==> config.mk <==
export PLATFORM = sky130hd
export DESIGN_NAME = ps2_key_decoder_flat
export DESIGN_NICKNAME = d
export VERILOG_FILES = /design/src/rtl/ps2_key_decoder_if.sv /design/src/rtl/ps2_key_decoder.sv /design/src/flat_wrapper.sv
export SDC_FILE = /design/constraint.sdc
export NUM_CORES = 1
export LEC_CHECK = 0
export ABC_AREA = 1
export BUFFER_PORTS_ARGS = -buffer_cell sky130_fd_sc_hd__buf_2
export CORE_ASPECT_RATIO = 2
export CORE_MARGIN = 8
export CORE_UTILIZATION = 60
export DETAILED_ROUTE_END_ITERATION = 16
export MAX_ROUTING_LAYER = met4
export PLACE_DENSITY_LB_ADDON = 0.12
export SYNTH_ARGS = -nofsm -noshare
export SYNTH_HDL_FRONTEND = slang
export SYNTH_SLANG_ARGS = --single-unit
==> constraint.sdc <==
create_clock -name CLK -period 8.4 [get_ports CLK]
set_input_delay 1.26 -clock CLK [delete_from_list [all_inputs] [get_ports CLK]]
set_output_delay 1.26 -clock CLK [all_outputs]
set_load 0.02 [all_outputs]
==> src/rtl/ps2_key_decoder_if.sv <==
// Scan-code input and key-event output bundle for ps2_key_decoder.
// The slave modport is the decoder's view; master is the producer/consumer side.
interface ps2_key_decoder_if;
  logic       code_valid;
  logic [7:0] code_in;
  logic       code_err;
  logic [5:0] keys_held;
  logic       evt_valid;
  logic       evt_ready;
  logic [2:0] evt_key;
  logic       evt_release;
  logic [7:0] drop_cnt;

  modport slave (
    input  code_valid, code_in, code_err, evt_ready,
    output keys_held, evt_valid, evt_key, evt_release, drop_cnt
  );

  modport master (
    output code_valid, code_in, code_err, evt_ready,
    input  keys_held, evt_valid, evt_key, evt_release, drop_cnt
  );
endinterface

==> src/rtl/ps2_key_decoder.sv <==
// PS/2 set-2 scan-code decoder for six keys: tracks held keys and queues
// press/release events in a first-word-fall-through FIFO.
module ps2_key_decoder #(
  parameter int unsigned PREFIX_TIMEOUT = 2500000,
  parameter int unsigned FIFO_DEPTH     = 4
) (
  input  logic               CLK,
  input  logic               RST,
  ps2_key_decoder_if.slave   bus
);

  localparam int unsigned AW = (FIFO_DEPTH > 1) ? $clog2(FIFO_DEPTH) : 1;
  localparam int unsigned CW = AW + 1;
  localparam int unsigned TW = (PREFIX_TIMEOUT > 1) ? $clog2(PREFIX_TIMEOUT + 1) : 1;
  localparam logic [TW-1:0] TMO_LAST = TW'(PREFIX_TIMEOUT - 1);
  localparam logic [CW-1:0] DEPTH_C  = CW'(FIFO_DEPTH);

  typedef enum logic [1:0] {
    IDLE,
    EXT,
    BRK,
    EXT_BRK
  } state_t;

  state_t          state_q;
  logic [TW-1:0]   tmo_q;
  logic [5:0]      held_q;
  logic [5:0]      held_d;

  logic [2:0]      key_mem_q [FIFO_DEPTH];
  logic            rel_mem_q [FIFO_DEPTH];
  logic [AW-1:0]   wr_q;
  logic [AW-1:0]   rd_q;
  logic [CW-1:0]   cnt_q;
  logic [7:0]      drop_q;

  logic            is_ext;
  logic            is_brk;
  logic            accept;
  logic            is_e0;
  logic            is_f0;
  logic            hit;
  logic [2:0]      idx;
  logic            push;
  logic            push_rel;

  logic            fifo_valid;
  logic            fifo_full;
  logic            pop;
  logic            push_ok;
  logic            drop;

  // Byte classification and key-state update for the final byte of a sequence.
  always_comb begin
    is_ext   = (state_q == EXT) || (state_q == EXT_BRK);
    is_brk   = (state_q == BRK) || (state_q == EXT_BRK);
    accept   = bus.code_valid && !bus.code_err;
    is_e0    = (bus.code_in == 8'hE0);
    is_f0    = (bus.code_in == 8'hF0);
    hit      = 1'b0;
    idx      = '0;
    push     = 1'b0;
    push_rel = 1'b0;
    held_d   = held_q;

    if (is_ext) begin
      case (bus.code_in)
        8'h75: begin hit = 1'b1; idx = 3'd0; end
        8'h72: begin hit = 1'b1; idx = 3'd1; end
        8'h6B: begin hit = 1'b1; idx = 3'd2; end
        8'h74: begin hit = 1'b1; idx = 3'd3; end
        default: ;
      endcase
    end else begin
      case (bus.code_in)
        8'h29: begin hit = 1'b1; idx = 3'd4; end
        8'h5A: begin hit = 1'b1; idx = 3'd5; end
        default: ;
      endcase
    end

    if (accept && !is_e0 && !is_f0 && hit) begin
      if (!is_brk && !held_q[idx]) begin
        held_d[idx] = 1'b1;
        push        = 1'b1;
      end else if (is_brk && held_q[idx]) begin
        held_d[idx] = 1'b0;
        push        = 1'b1;
        push_rel    = 1'b1;
      end
    end
  end

  always_comb begin
    fifo_valid = (cnt_q != '0);
    fifo_full  = (cnt_q == DEPTH_C);
    pop        = fifo_valid && bus.evt_ready;
    push_ok    = push && (!fifo_full || pop);
    drop       = push && fifo_full && !pop;
  end

  // Prefix FSM with idle timeout; keys_held updates regardless of FIFO space.
  always_ff @(posedge CLK) begin
    if (RST) begin
      state_q <= IDLE;
      tmo_q   <= '0;
      held_q  <= '0;
    end else begin
      held_q <= held_d;
      if (bus.code_valid) begin
        tmo_q <= '0;
        if (bus.code_err) begin
          state_q <= IDLE;
        end else if (is_e0) begin
          state_q <= EXT;
        end else if (is_f0) begin
          case (state_q)
            IDLE:    state_q <= BRK;
            EXT:     state_q <= EXT_BRK;
            default: state_q <= state_q;
          endcase
        end else begin
          state_q <= IDLE;
        end
      end else if (state_q == IDLE) begin
        tmo_q <= '0;
      end else if (tmo_q == TMO_LAST) begin
        tmo_q   <= '0;
        state_q <= IDLE;
      end else begin
        tmo_q <= tmo_q + 1'b1;
      end
    end
  end

  always_ff @(posedge CLK) begin
    if (RST) begin
      wr_q   <= '0;
      rd_q   <= '0;
      cnt_q  <= '0;
      drop_q <= '0;
      for (int unsigned i = 0; i < FIFO_DEPTH; i++) begin
        key_mem_q[i] <= '0;
        rel_mem_q[i] <= 1'b0;
      end
    end else begin
      if (push_ok) begin
        key_mem_q[wr_q] <= idx;
        rel_mem_q[wr_q] <= push_rel;
        wr_q            <= wr_q + 1'b1;
      end
      if (pop) begin
        rd_q <= rd_q + 1'b1;
      end
      case ({push_ok, pop})
        2'b10:   cnt_q <= cnt_q + 1'b1;
        2'b01:   cnt_q <= cnt_q - 1'b1;
        default: cnt_q <= cnt_q;
      endcase
      if (drop && (drop_q != 8'hFF)) begin
        drop_q <= drop_q + 1'b1;
      end
    end
  end

  assign bus.keys_held   = held_q;
  assign bus.evt_valid   = fifo_valid;
  assign bus.evt_key     = fifo_valid ? key_mem_q[rd_q] : '0;
  assign bus.evt_release = fifo_valid ? rel_mem_q[rd_q] : 1'b0;
  assign bus.drop_cnt    = drop_q;

endmodule
==> src/flat_wrapper.sv <==
// flat-port wrapper written by rule: the top's interface ports become plain ports
module ps2_key_decoder_flat 
#(
  parameter int unsigned PREFIX_TIMEOUT = 2500000,
  parameter int unsigned FIFO_DEPTH     = 4
)
  (CLK, RST, bus_code_valid, bus_code_in, bus_code_err, bus_evt_ready, bus_keys_held, bus_evt_valid, bus_evt_key, bus_evt_release, bus_drop_cnt);
  ps2_key_decoder_if bus_i ();
  input  logic CLK;
  input  logic RST;
  input wire logic [$bits(bus_i.code_valid)-1:0] bus_code_valid;
  input wire logic [$bits(bus_i.code_in)-1:0] bus_code_in;
  input wire logic [$bits(bus_i.code_err)-1:0] bus_code_err;
  input wire logic [$bits(bus_i.evt_ready)-1:0] bus_evt_ready;
  output wire logic [$bits(bus_i.keys_held)-1:0] bus_keys_held;
  output wire logic [$bits(bus_i.evt_valid)-1:0] bus_evt_valid;
  output wire logic [$bits(bus_i.evt_key)-1:0] bus_evt_key;
  output wire logic [$bits(bus_i.evt_release)-1:0] bus_evt_release;
  output wire logic [$bits(bus_i.drop_cnt)-1:0] bus_drop_cnt;
  assign bus_i.code_valid = bus_code_valid;
  assign bus_i.code_in = bus_code_in;
  assign bus_i.code_err = bus_code_err;
  assign bus_i.evt_ready = bus_evt_ready;
  assign bus_keys_held = bus_i.keys_held;
  assign bus_evt_valid = bus_i.evt_valid;
  assign bus_evt_key = bus_i.evt_key;
  assign bus_evt_release = bus_i.evt_release;
  assign bus_drop_cnt = bus_i.drop_cnt;
  ps2_key_decoder #(.PREFIX_TIMEOUT(PREFIX_TIMEOUT), .FIFO_DEPTH(FIFO_DEPTH)) u_core (.CLK(CLK), .RST(RST), .bus(bus_i));
endmodule
# Word-level counts from Yosys, hierarchy flattened
# Memories as Yosys holds them, arrays and structs flattened. A register that Yosys moved wholly into a read port is not among the register bits.
# Index checks and enable logic that the tools add are counted.
# W data, S select, Z words.
[word_totals]
register_bits = 45
ramBits = 16
input_bits = 13
out_inout_bits = 19
elab_cells = 114
n_memories = 2
[classes]
add_sub_neg = 6
magnitude_cmp = 2
eq_ne = 18
muxes = 42
bitwise = 3
reduce_logical = 34
[mem_list]
columns = ["name", "words", "word_bits", "rd", "rd_clocked_by_memory_dff", "wr", "line", "rtl"]
rows = [
  ["u_core.key_mem_q", 4, 3, 1, 1, 4, "ps2_key_decoder.sv:30", "logic [2:0] key_mem_q [FIFO_DEPTH];"],
  ["u_core.rel_mem_q", 4, 1, 1, 1, 4, "ps2_key_decoder.sv:31", "logic rel_mem_q [FIFO_DEPTH];"],
]
[op_table]
columns = ["op", "n"]
rows = [
  ["$eq A8 B7 Y1 const B", 5],
  ["$mux W2", 12],
  ["$add A22 B1 Y22 const B", 1],
  ["$eq A22 B22 Y1 const B", 1],
  ["$mux W1", 19],
  ["$eq A8 B8 Y1 const B", 2],
  ["$logic_and A1 B1 Y1", 12],
  ["$mux W6", 2],
  ["$pmux W3 S2", 2],
  ["$mux W3", 3],
  ["$add A8 B1 Y8 const B", 1],
  ["$eq A8 B6 Y1 const B", 1],
  ["$ne A8 B8 Y1 const B", 1],
  ["$reduce_or A4 Y1", 2],
  ["$logic_not A1 Y1", 7],
  ["$and A6 B6 Y6", 1],
  ["$eq A2 B2 Y1 const B", 3],
  ["$ne A6 B5 Y1 const B", 1],
  ["$not A6 Y6", 1],
  ["$or A6 B6 Y6", 1],
  ["$pmux W2 S3", 1],
  ["$reduce_bool A2 Y1", 3],
  ["$add A2 B1 Y2 const B", 2],
  ["$eq A2 B1 Y1 const B", 2],
  ["other kinds (17)", 19],
]

# Longest topological paths before layout
# Gate-level depths: netlist of the first run.
[depth]
word_depth = 15
mapped_depth = 21
ltp_nobuf = 21

# Worst setup path before layout of the first run
# Ideal clock, no wire load.
[synth_path]
kind = "input to register"
startpoint = "input port bus_code_in[7]"
endpoint = "register u_core.cnt_q[2]"
setup_time_ps = 115
arrival_time_ps = 3480
required_ps = 8285
path_slack_ps = 4805
cell_stages = 19
path_buffers = 0
path_cell_list = "inv_1 nand2_1 nor2_1 inv_1 o21ai_1 a21oi_1 inv_1 nand2_1 o21bai_1 a21oi_1 ha_1 inv_1 nand3_4 nand2_1 fa_1 inv_1 nand3_1 a21oi_1 nor2_1"
[synth_via]
elab_chain_cells = 12
word_cells_on_any_way = 34
classes_between = "eq/ne (10); mux (12); reduce/logical (12)"
[synth_lines]
columns = ["item", "line", "rtl"]
rows = [
  ["from (decl)", "flat_wrapper.sv:12", "input wire logic [$bits(bus_i.code_in)-1:0] bus_code_in;"],
  ["$eq A8 B7 Y1, or another cell as far along", "ps2_key_decoder.sv:67", "case (bus.code_in)"],
  ["$pmux W2 S3 or $pmux W3 S2 (tied branches)", "ps2_key_decoder.sv:67, ps2_key_decoder.sv:75", ""],
  ["$mux W3", "ps2_key_decoder.sv:66", "if (is_ext) begin"],
  ["$bmux W1 S3", "ps2_key_decoder.sv:83, ps2_key_decoder.sv:86", ""],
  ["$mux W1 (implied by the code)", "ps2_key_decoder.sv:83, ps2_key_decoder.sv:86", ""],
  ["$logic_and A1 B1 Y1 or $logic_not A1 Y1 (tied branches)", "ps2_key_decoder.sv:86, ps2_key_decoder.sv:83", ""],
  ["$mux W1 or $logic_and A1 B1 Y1 (tied branches)", "ps2_key_decoder.sv:86, ps2_key_decoder.sv:83", ""],
  ["$mux W1", "ps2_key_decoder.sv:83", "if (!is_brk && !held_q[idx]) begin"],
  ["$mux W1 (*)", "ps2_key_decoder.sv:82", "if (accept && !is_e0 && !is_f0 && hit) begin"],
  ["$logic_and A1 B1 Y1 (*)", "ps2_key_decoder.sv:98", "push_ok = push && (!fifo_full || pop);"],
  ["$eq A2 B1 Y1 or $eq A2 B2 Y1 (tied branches)", "ps2_key_decoder.sv:155", "case ({push_ok, pop})"],
  ["$pmux W3 S2 or $reduce_bool A2 Y1 (tied branches)", "n/a", ""],
  ["to (signal assigned)", "ps2_key_decoder.sv:156", "2'b10: cnt_q <= cnt_q + 1'b1;"],
  ["to (signal assigned)", "ps2_key_decoder.sv:157", "2'b01: cnt_q <= cnt_q - 1'b1;"],
  ["to (signal assigned)", "ps2_key_decoder.sv:158", "default: cnt_q <= cnt_q;"],
  ["to (decl)", "ps2_key_decoder.sv:34", "logic [CW-1:0] cnt_q;"],
]
# Mark *: on every way between the ends. The rest lies on a longest branch, timed or not. The select of a mux whose other input is x is not followed.
# A chain may end at the register's enable or synchronous reset.

==> metrics.md, run 1 <==
| Metric | Value |
|---|---|
| Final Slew Violations | 0 |
| Post-synthesis compound-gate area fraction | a little under an eighth |
| CP cell instances | buf_2 -> nand2_1 -> nor2_1 -> inv_1 -> o21ai_1 -> a21oi_1 -> inv_1 -> nor2_1 -> o22ai_1 -> a21oi_1 -> ha_1 -> inv_1 -> nand3_4 -> nor2_8 -> nand2_4 -> nor2_8 -> nand2_4 -> nand2_1 |
| RSZ-0062 raised after global routing | false |
| Vias in the first global route | approximately 3000 |
| Setup Viol. Count Final | 0 |
| Crit-path most repeated cell | inv_1 |
| Register area | roughly 1400 sq um |
| Normalized max-slew margin | between 40 and 50% |
| Critical Path AT | between 3 and 4 ns |
| Max cap viols | 0 |
| Syn nets | 475 |
| Synthesized area | 3340 sq um |
| GRT Resource Usage Total | between 20% and 30% |
| Worst path bufs/invs | 4 |
| CTS tree | done |
| Startpoint class of the critical path | input port |
| Avg Cell Area, Syn | 7.31 sq um |
| Setup_tns | 0 ns |
| Residual DRC | 0 |
| Fillers | 476 |
| XOR/XNOR Fraction of Synth Area | 1.05% |
| Sequential share of power | between 40% and 50% |
| Critical Path RT | between 8 and 9 ns |
| Status | finished clean |
| First-pass GRT wire length | ~13000 um |
| Worst Tran Pin Value | 0.757 ns |
| Top_reg_cell synth | dfxtp_1 |
| Share of synthesized flip-flops with an asynchronous set or reset | 0% |
| Die Area | about 8400 sq um |
| H-tree levels | 3 |
| Yosys top cell by area | dfxtp_1 |
| Unique cell type count in the Yosys netlist | 36 |
| Reg-to-Reg End | u_core.key_mem_q[1][2] |
| Core region area | 5420 sq um |
| Synth Instances | 457 |
| Post-CTS Setup Bufs | 0 |
| PD cells | about 210 nW/um^2 |
| Min Tclk post-route | ~3.9 ns |
| Fin nets | around 500 |
| Highest Clock Rate | between 200 and 300 MHz |
| Top-area cell type share of the netlist area | between 20 and 30% |
| Synthesis-to-layout area growth | 12.9% |
| Start-to-end type of the worst setup path | input port to flop |
| Hold bufs inserted after CTS | 0 |
| Layout cell share with drive strength beyond 1 | 15.3% |
| Row cnt | 38 |
| CTS sink cnt | 63 |
| Post-synthesis mux area share | 0% |
| CP max stage delay | roughly 0.37 ns |
| Total gr overflow | 0 |
| R2R Setup Slk | between 5 and 6 ns |
| Clock skew | a little under 0.009 ns |
| Drt first pass iters | 4 |
| Yosys warns | 0 |
| Static leakage | between 1.5 and 2 nW |
| Drt first-iter violations | about 180 |
| Net Sw Power | 0.237 mW |
| Root buf cell | clkbuf_8 |
| Routability cong. | just over 0.9 |
| Final Hold Fails | 0 |
| Largest family of logic cells by synthesized area | simple AND/OR/NAND/NOR gates |
| Worst R2R Path Depth | 16 |
| Cell with the most instances after synthesis | nor2_1 |
| Largest net degree at the start of global routing | 25 |
| EDFF count, synth | 16 |
| Final ANT Viol Nets | 0 |
| Most frequent cells after synthesis | nor2_1, nand2_1, inv_1 |
| Min-delay src | u_core.tmo_q[0] |
| Final worst-path cycle share | a little under half |
| Initial antenna violation count | 0 |
| WL/cell | roughly 14 um |
| Int Pwr | roughly 0.54 mW |
| Placed wire-length estimate | between 6000 and 7000 um |
| CP top delay family | simple AND/OR/NAND/NOR gates |
| Clock Power Share | 37.5% |
| IO buf count | 31 |
| VDD IR-drop max | 287 uV |
| I/O Pins | 32 |
| Clock transition at the registers of the reported paths | 0.07 ns |
| Total CTS buffers | 9 |
| Initial Util | about three fifths |
| Die Y-Extent | roughly 120 um |
| Logic pwr share | 19.2% |
| # resized after CTS | 0 |
| Hold Crit Class | flop to flop |
| Worst skew pair latency | roughly 0.37 ns |
| Via/cell ratio | 5.52 |
| Clock Path Buffers | 2 |
| Hold Path Sink | u_core.tmo_q[0] |
| WHS Path Cells | 1 |
| Yosys reg bits | 63 |
| R2r startpoint | u_core.state_q[0] |
| Slowest cell on the critical path | a21oi_1 |
| Seq/Total Area, Yosys | 42.6% |
| Post-synthesis simple-gate area fraction | 33.7% |
| Crit. End Element | flop |
| Adder-cell share of the synthesized area | 2.10% |
| Antenna Cells | 0 |
| CP max FO | 10 |
| Post-Route WL | ~8000 um |
| Synth area leaders | dfxtp_1, edfxtp_1, nor2_1 |
| Power, Total | a little under 0.8 mW |
| Area of the multi-input gates | roughly 1600 sq um |
| Via count | 3078 |
| Switching Share | 30.5% |
| Die W | around 69 um |
power by group through the flow:
stage / Sequential [mW] / Combinational (mW) / Clock, mW
final: 0.336 / 0.149 / 0.291
after floorplan: 0.336 / 0.113 / 0
after CTS: 0.336 / 0.150 / 0.291
after global routing: 0.338 / 0.168 / 0.303
after detailed placement: 0.343 / 0.150 / 0
after global placement: 0.342 / 0.146 / 0
worst max-delay path by stage:
stage	from	endpoint	slack [ns]	cells past startpoint
2_1_floorplan	bus_code_in[7]	u_core.cnt_q[2]	4.80	19
3_3_place_gp	bus_code_in[4]	u_core.key_mem_q[1][0]	4.35	18
3_5_place_dp	bus_code_in[4]	u_core.key_mem_q[1][1]	4.19	18
4_1_cts	bus_code_in[4]	u_core.key_mem_q[1][2]	4.55	18
5_1_grt	bus_code_in[4]	u_core.key_mem_q[1][2]	4.23	18
6_report	bus_code_in[4]	u_core.key_mem_q[1][2]	4.54	18
area by class of cell:
| cell class | instances | area share (%) |
|---|---|---|
| Inverter | 70 | 6.97 |
| Tap cell | 60 | 1.99 |
| Sequential cell | 63 | 37.7 |
| Timing Repair Buffer | 31 | 4.12 |
| Clock inverter | 4 | 1.33 |
| Multi-Input combinational cell | 318 | 43.2 |
| Clock buffer | 12 | 4.68 |
layout by cell type (no fill, tap or decap), types with 2 or more instances in the layout:
master	synthesis	layout
nand3_1	25	25
nor3_1	15	15
clkbuf_8	0	11
nand4_1	13	13
nor2_2	7	7
dfxtp_1	47	47
edfxtp_1	16	16
nor2_1	83	83
nor4_1	4	4
inv_2	5	5
buf_2	0	31
o21ai_1	2	2
a31oi_1	3	3
clkinvlp_4	0	2
a211oi_1	2	2
xor2_1	3	3
nor2_4	4	4
nor2_8	2	2
nand2_1	68	68
nand2_4	3	3
o21ai_0	30	30
ha_1	4	4
o21a_1	3	3
or2_2	3	3
a21oi_1	32	32
nand3_2	2	2
inv_1	65	65
routing by layer:
metal  up-vias  GRT usage (%)  routed length (um)
met4         0           13.9                 355
li1       1568              -                   -
met5         -              -                   0
met2        71           39.5                4690
met1      1409           16.3                2660
met3        30           4.63                 298
cells by family after synthesis:
group,Yosys count
and+or+nand+nor,234
adders and majority gates,5
AOI/OAI and AO/OA,75
DFF,63
xor gates and xnor gates,4
buffers and inverters,76
metrics by stage:
| step | setup slack, ns | hold slack (ns) | cells | cell area [sq um] | util, % |
|---|---|---|---|---|---|
| after floorplan | 4.80 | 0.418 | 457 | 3340 | - |
| after global placement | 4.35 | 0.427 | 542 | 3540 | 65.4 |
| after detailed placement | 4.19 | 0.440 | 542 | 3540 | 65.4 |
| after CTS | 4.55 | 0.452 | 558 | 3770 | 69.6 |
| after global routing | 4.23 | 0.479 | 558 | 3770 | 69.6 |
| final | 4.54 | 0.449 | 558 | 3770 | 69.6 |
No activity file was read; power rests on OpenSTA's default activity.
==> inputs of run 2 (changes only) <==
- ABC_AREA: 1 -> 0
- CORE_UTILIZATION: 60 -> 53
- clock period: 8.4 -> 3.5 ns (I/O delays scaled with it)
==> run 2 against run 1 <==
Combinational power grew 130%. Largest power group unchanged. Flip-flop and latch count is the same. Register-to-register slack lost 4.8 ns. Critical endpoint is now u_core.cnt_q[2]. Setup slack lost 4.3 ns. Area after synthesis shrank 5.2%. Worst hold slack gained 0.016 ns. Sequential power grew 140%. Critical path depth shrank 1. Core utilization shrank 4.3 points. Power grew 150%.
==> metrics.md, run 2 <==
| Metric | Value |
|---|---|
| Most common cell after layout, fill and taps aside | nor2_1 |
| Status | finished clean |
| Share of synthesized flip-flops with an asynchronous set or reset | 0% (unchanged) |
| Final ANT Viol Nets | 0 (unchanged) |
| Layout cell share with drive strength beyond 1 | 23.4% (+8.1 points) |
| Hold bufs inserted after CTS | 0 (unchanged) |
| Critical Path RT | 3.71 ns (-4.75 ns) |
| First-pass GRT wire length | 11500 um (-11%) |
| Normalized max-slew margin | 48.2% (-1.2 points) |
| Worst Setup SP | bus_code_in[7] |
| I/O Pins | 32 (unchanged) |
| Yosys reg bits | 63 (unchanged) |
| WL/cell | 14.7 um (+2.4%) |
| Residual DRC | 0 (unchanged) |
| Yosys warns | 0 (unchanged) |
| Vias in the first global route | 2533 (-15%) |
| VDD IR-drop max | 451 uV (+57%) |
| Post-Route WL | 6770 um (-15%) |
| Fillers | 504 (+5.9%) |
| Total CTS buffers | 9 (unchanged) |
| Synthesis-to-layout area growth | 21.7% |
| Placed wire-length estimate | 5060 um (-20%) |
| Min Tclk post-route | between 3 and 4 ns |
| Most frequent cells after synthesis | nor2_1, dfxtp_1, edfxtp_1, nand3_1 |
| Max cap viols | 0 (unchanged) |
| Final Hold Fails | 0 (unchanged) |
| IO buf count | 31 (unchanged) |
| Synthesized area | 3170 sq um (-5.2%) |
| Worst skew pair latency | 0.33 ns (-0.04 ns) |
| Start-to-end type of the worst setup path | input port to flop |
| Clock Path Buffers | 2 (unchanged) |
| Die Area | 8850 sq um (+6.0%) |
| Worst setup endpoint | u_core.cnt_q[2] |
| Largest net degree at the start of global routing | 38 (+52%) |
| CTS tree | done |
| Top-area cell type share of the netlist area | 29.7% (+1.5 points) |
| Startpoint class of the critical path | input port |
| CP max FO | 3 (-7) |
| Crit. End Element | flop |
| Fin nets | 412 (-19%) |
| Routability cong. | 0.836 (-10%) |
| Worst R2R Path Depth | 15 (-1) |
| Yosys top cell by area | dfxtp_1 |
| PD cells | 495 nW/um^2 (+140%) |
| Worst Tran Pin Value | 0.775 ns (+0.0180 ns) |
| Die W | 70.7 um (+2.8%) |
| Clock transition at the registers of the reported paths | 0.05 ns (-0.02 ns) |
| Drt first-iter violations | 184 (+4.0%) |
| Row cnt | 40 (+5.3%) |
| Initial Util | 53.6% (-8.0 points) |
| Reg-to-Reg End | u_core.cnt_q[2] |
| RSZ-0062 raised after global routing | false |
| CTS sink cnt | 63 (unchanged) |
| Static leakage | 1.47 nW (-2.8%) |
| Setup Viol. Count Final | 0 (unchanged) |
| Unique cell type count in the Yosys netlist | 52 (+44%) |
| Die Y-Extent | 125 um (+3.1%) |
| Via/cell ratio | 5.60 (+1.5%) |
| Synth Instances | 336 (-26%) |
| Clock skew | 0.00541 ns (-0.00330 ns) |
| Total gr overflow | 0 (unchanged) |
| Critical Path AT | 3.44 ns (-0.48 ns) |
| H-tree levels | 3 (unchanged) |
| Final worst-path cycle share | between 90 and 100% |
| Antenna Cells | 0 (unchanged) |
| Initial antenna violation count | 0 (unchanged) |
| EDFF count, synth | 16 (unchanged) |
| Via count | 2581 (-16%) |
| GRT Resource Usage Total | 16.9% (-4.1 points) |
| Avg Cell Area, Syn | 9.42 sq um (+29%) |
| Synth area leaders | dfxtp_1, edfxtp_1, nor2_1 |
| Syn nets | 354 (-25%) |
| Cell with the most instances after synthesis | nor2_1 |
| Core Util, Final | 65.3% (-4.3 points) |
| Hold WS | 0.465 ns (+0.0159 ns) |
| Area of the multi-input gates | 1690 sq um (+3.8%) |
| Leading cell types in the layout, fill and taps excluded | nor2_1, dfxtp_1, buf_2, buf_4 |
| Drt first pass iters | 4 (unchanged) |
| Root buf cell | clkbuf_16 |
| Final Slew Violations | 0 (unchanged) |
| Core region area | 5910 sq um (+9.0%) |
| Hold Crit Class | flop to flop |
| Top_reg_cell synth | dfxtp_1 |
| R2R Setup Slk | 0.32 ns (-4.80 ns) |
| Highest Clock Rate | about 310 MHz |
| Register area | 1420 sq um (unchanged) |
| R2r startpoint | u_core.state_q[0] |
| Seq/Total Area, Yosys | 44.9% (+2.3 points) |
## run 2: changes by cell type in the layout (fill, tap and decap cells not counted), moves of 17 or more
cell     before  now
nand2_1      68   13
o21ai_0      30    3
inv_1        65   13
a21oi_1      32    7
nor2_1       83   66
buf_4         0   28
## run 2: worst min path at each step
| stage | startpoint | end | cells past startpoint |
|---|---|---|---|
| final | u_core.tmo_q[0] | u_core.tmo_q[0] | 1 |
| after global routing | u_core.tmo_q[0] | u_core.tmo_q[0] | 1 |
| after CTS | u_core.tmo_q[0] | u_core.tmo_q[0] | 1 |
| after detailed placement | u_core.tmo_q[0] | u_core.tmo_q[0] | 1 |
| after global placement | u_core.tmo_q[0] | u_core.tmo_q[0] | 1 |
| after floorplan | u_core.tmo_q[0] | u_core.tmo_q[0] | 1 |
## run 2: cell type report
| cell class | instances | area share (%) |
|---|---|---|
| inverters | 13 | 1.27 |
| clock buffers | 13 | 6.23 |
| repair buffers | 59 | 9.48 |
| multi-input cells | 248 | 43.8 |
| flip-flops and latches | 63 | 36.9 |
| clock inverters | 2 | 0.260 |
| well taps | 63 | 2.04 |
## run 2: repair_timing
item | CTS | global route
gates resized for setup | 0 | 6
setup endpoints to repair | 0 | 4
setup buffers | 0 | 2
## run 2: metal layers
metal	share of wire (%)	up-vias	global-route usage, %	wire length (um)
li1	-	1298	-	-
met1	46	1223	19.6	3090
met4	2.5	0	8.78	169
met3	4.6	11	5.68	310
met2	47	49	25.0	3200
met5	0	-	-	0
## run 2: cell families after synthesis
family | synth area share [%]
multiplexers | 7.55
buffers and inverters | 3.00
XOR/XNOR | 7.47
adder cells (fa/ha/maj) | 2.21
AND/OR/NAND/NOR | 28.3
AO/OA/AOI/OAI | 6.60
flip-flops | 44.9
## run 2: worst max-delay path: stages
cell	delay [ns]
buf_2	0.12
nor4bb_2	0.27
buf_4	0.16
nor3b_4	0.20
mux2i_1	0.23
a2bb2oi_1	0.08
a21oi_1	0.15
nor2_1	0.07
ha_1	0.28
nor3b_2	0.19
o21ai_2	0.08
or2_4	0.25
nand2_2	0.08
fa_2	0.20
nand2_1	0.07
a2bb2oi_2	0.16
mux2_1	0.32
## run 2: through the flow
step	TNS, ns	std cells	area, sq um	total power [mW]	worst slack, ns
final	0	461	3850	1.91	0.271
after global routing	0	461	3850	2.00	0.0162
after CTS	0	459	3810	1.93	0.127
after detailed placement	-1.08	444	3560	1.16	-0.217
after global placement	-0.103	444	3560	1.15	-0.0899
after floorplan	0	336	3180	1.05	0.00270
## run 2: power breakdown
part           internal, mW  switching, mW
combinational         0.153          0.182
sequential            0.780         0.0346
clock                 0.472          0.287
==> inputs of run 3 (changes only) <==
- CORE_UTILIZATION: 53 -> 35
==> run 3 against run 2 <==
Core utilization decreased by 21 points. Count of clock-buffer cells in the layout down 1. Routed wire length grew 13%. Clock skew increased by 0.00075 ns. Non-clock buffer count up 5. Global-route usage decreased by 3.6 points. Via count shrank 1.3%. Cell count grew 9.8%. Combinational power shrank 4%. First-iteration DRC count down 68%. Critical endpoint unchanged. Highest routed layer unchanged.
==> metrics.md, run 3 (same netlist as run 2, synthesis figures left out) <==
| Metric | Value |
|---|---|
| IO buf count | 31 (unchanged) |
| Hold WS | 0.470 ns (+0.00506 ns) |
| Placed wire-length estimate | 6040 um (+20%) |
| Worst Tran Pin Value | 0.756 ns (-0.0196 ns) |
| Worst skew pair latency | 0.33 ns (about the same) |
| Int Pwr | 1.47 mW (+4.7%) |
| Logic pwr share | 16.2% (-1.4 points) |
| Setup Viol. Count Final | 0 (unchanged) |
| Post-CTS Setup Bufs | 0 (unchanged) |
| Hold Path Sink | u_core.tmo_q[0] |
| Largest net degree at the start of global routing | 38 (unchanged) |
| Start-to-end type of the worst setup path | input port to flop |
| Critical Path RT | 3.72 ns (about the same) |
| Fin nets | 417 (+1.2%) |
| Slowest cell on the critical path | mux2_1 |
| First-pass GRT wire length | 12900 um (+12%) |
| Status | finished clean |
| CP max stage delay | 0.32 ns (about the same) |
| CP max FO | 3 (unchanged) |
| Residual DRC | 0 (unchanged) |
| Setup_tns | 0 ns (unchanged) |
| Final instance area | 3980 sq um (+3.2%) |
| Via count | 2547 (-1.3%) |
| Root buf cell | clkbuf_16 |
| Clock Power Share | 42.9% (+3.2 points) |
| Highest Clock Rate | 307 MHz (-1.0%) |
| Net Sw Power | 0.518 mW (+2.8%) |
| Routability cong. | 0.813 (-2.8%) |
| Layout cell share with drive strength beyond 1 | 24.8% (+1.4 points) |
| WHS Path Cells | 1 (unchanged) |
| Initial antenna violation count | 0 (unchanged) |
| GRT Resource Usage Total | 13.2% (-3.6 points) |
| H-tree levels | 3 (unchanged) |
| Worst R2R Path Depth | 15 (unchanged) |
| Antenna Cells | 0 (unchanged) |
| Critical Path AT | 3.48 ns (+0.04 ns) |
| Final Slew Violations | 0 (unchanged) |
| Post-Route WL | 7620 um (+13%) |
| Via/cell ratio | 5.03 (-10%) |
| Power, Total | 1.99 mW (+4.2%) |
| Clock skew | 0.00617 ns (+0.000755 ns) |
| Total gr overflow | 0 (unchanged) |
| Switching Share | 26.0% (-0.36 points) |
| Final Hold Fails | 0 (unchanged) |
| Clock Path Buffers | 2 (unchanged) |
| CTS sink cnt | 63 (unchanged) |
| Min-delay src | u_core.tmo_q[0] |
| Startpoint class of the critical path | input port |
| Placed cell areas | 3670 sq um (+2.8%) |
| Die Y-Extent | 151 um (+20%) |
| Vias in the first global route | 2736 (+8.0%) |
| I/O Pins | 32 (unchanged) |
| Sequential share of power | 40.9% (-1.8 points) |
| R2r startpoint | u_core.state_q[0] |
| Drt first-iter violations | 59 (-68%) |
| VDD IR-drop max | 302 uV (-33%) |
| Min Tclk post-route | 3.26 ns (+0.0327 ns) |
| CTS tree | done |
| Final worst-path cycle share | 93.2% (+0.94 points) |
| Max cap viols | 0 (unchanged) |
| PD cells | 500 nW/um^2 (+0.96%) |
| CP cell instances | buf_2 -> nor4bb_2 -> buf_4 -> nor3b_4 -> mux2i_1 -> a2bb2oi_1 -> a21oi_2 -> nor2_1 -> ha_1 -> nor3b_2 -> o21ai_2 -> or2_2 -> nand2_1 -> fa_1 -> nor2_1 -> a2bb2oi_2 -> mux2_1 |
| R2R Setup Slk | 0.25 ns (-0.07 ns) |
| Static leakage | 1.51 nW (+2.6%) |
| Drt first pass iters | 4 (unchanged) |
| Die Area | 12500 sq um (+42%) |
| Crit. End Element | flop |
| Core region area | 8890 sq um (+51%) |
| Leading cell types in the layout, fill and taps excluded | nor2_1, dfxtp_1, buf_4, buf_2 |
| Die W | 83.3 um (+18%) |
| WL/cell | 15.1 um (+2.6%) |
| Synthesis-to-layout area growth | 25.6% |
| Total CTS buffers | 9 (unchanged) |
| Initial Util | 35.6% (-18 points) |
| Non-filler cells in the finished layout | 506 (+9.8%) |
| Hold Crit Class | flop to flop |
| Clock transition at the registers of the reported paths | 0.05 ns (about the same) |
| Final ANT Viol Nets | 0 (unchanged) |
| Normalized max-slew margin | 49.6% (+1.4 points) |
| Hold bufs inserted after CTS | 0 (unchanged) |
| Reg-to-Reg End | u_core.cnt_q[2] |
| Most common cell after layout, fill and taps aside | nor2_1 |
| Row cnt | 49 (+23%) |
| Crit-path most repeated cell | nor2_1 |
| Dpl cells | 490 (+10%) |
## run 3: stage by stage
stage	setup slack [ns]	util, %
final	0.238	44.7
after global routing	-0.0112	44.7
after CTS	0.128	44.4
after detailed placement	-0.224	41.2
after global placement	-0.197	41.2
after floorplan	0.00270	-
## run 3: per-layer routing
layer | wire, um | vias to the layer above | GRT usage, %
met5 | 0 | - | -
met4 | 290 | 0 | 9.38
met3 | 159 | 17 | 2.11
met2 | 4610 | 31 | 26.2
met1 | 2560 | 1197 | 10.5
li1 | - | 1302 | -
## run 3: area by class of cell
type	instances	area (sq um)
clock buffers	12	236
clock inverters	4	47.5
fillers	883	4910
inverters	13	48.8
multi-input cells	248	1690
flip-flops and latches	63	1420
well taps	102	128
repair buffers	64	403
## run 3: worst max path at each step
stage                      endpoint  slack, ns  depth (start not counted)           start
floorplan           u_core.cnt_q[2]      0.003                         16  bus_code_in[0]
global placement    u_core.cnt_q[2]      -0.20                         18  bus_code_in[0]
detailed placement  u_core.cnt_q[2]      -0.22                         17  bus_code_in[0]
CTS                 u_core.cnt_q[2]       0.13                         17  bus_code_in[0]
global route        u_core.cnt_q[2]      -0.01                         17  bus_code_in[7]
finish              u_core.cnt_q[2]       0.24                         17  bus_code_in[7]
## run 3: repair_timing
action / CTS / global route
endpoints found under the setup margin: 0 / 3
resized for setup: 0 / 6
hold endpoints to repair: 0 / 0
## run 3: power groups by stage
stage / registers (mW) / clock network (mW) / logic (mW)
3_3_place_gp: 0.829 / 0 / 0.318
4_1_cts: 0.815 / 0.875 / 0.324
2_1_floorplan: 0.820 / 0 / 0.227
6_report: 0.813 / 0.853 / 0.322
3_5_place_dp: 0.830 / 0 / 0.322
5_1_grt: 0.821 / 0.909 / 0.353
## run 3: worst max-delay path: cells and delay by family
| family | cells | cell delay, ns |
|---|---|---|
| AND/OR/NAND/NOR | 7 | 1.14 |
| multiplexers | 2 | 0.55 |
| AO/OA/AOI/OAI | 4 | 0.50 |
| adder cells (fa/ha/maj) | 2 | 0.47 |
| buffers and inverters | 2 | 0.28 |
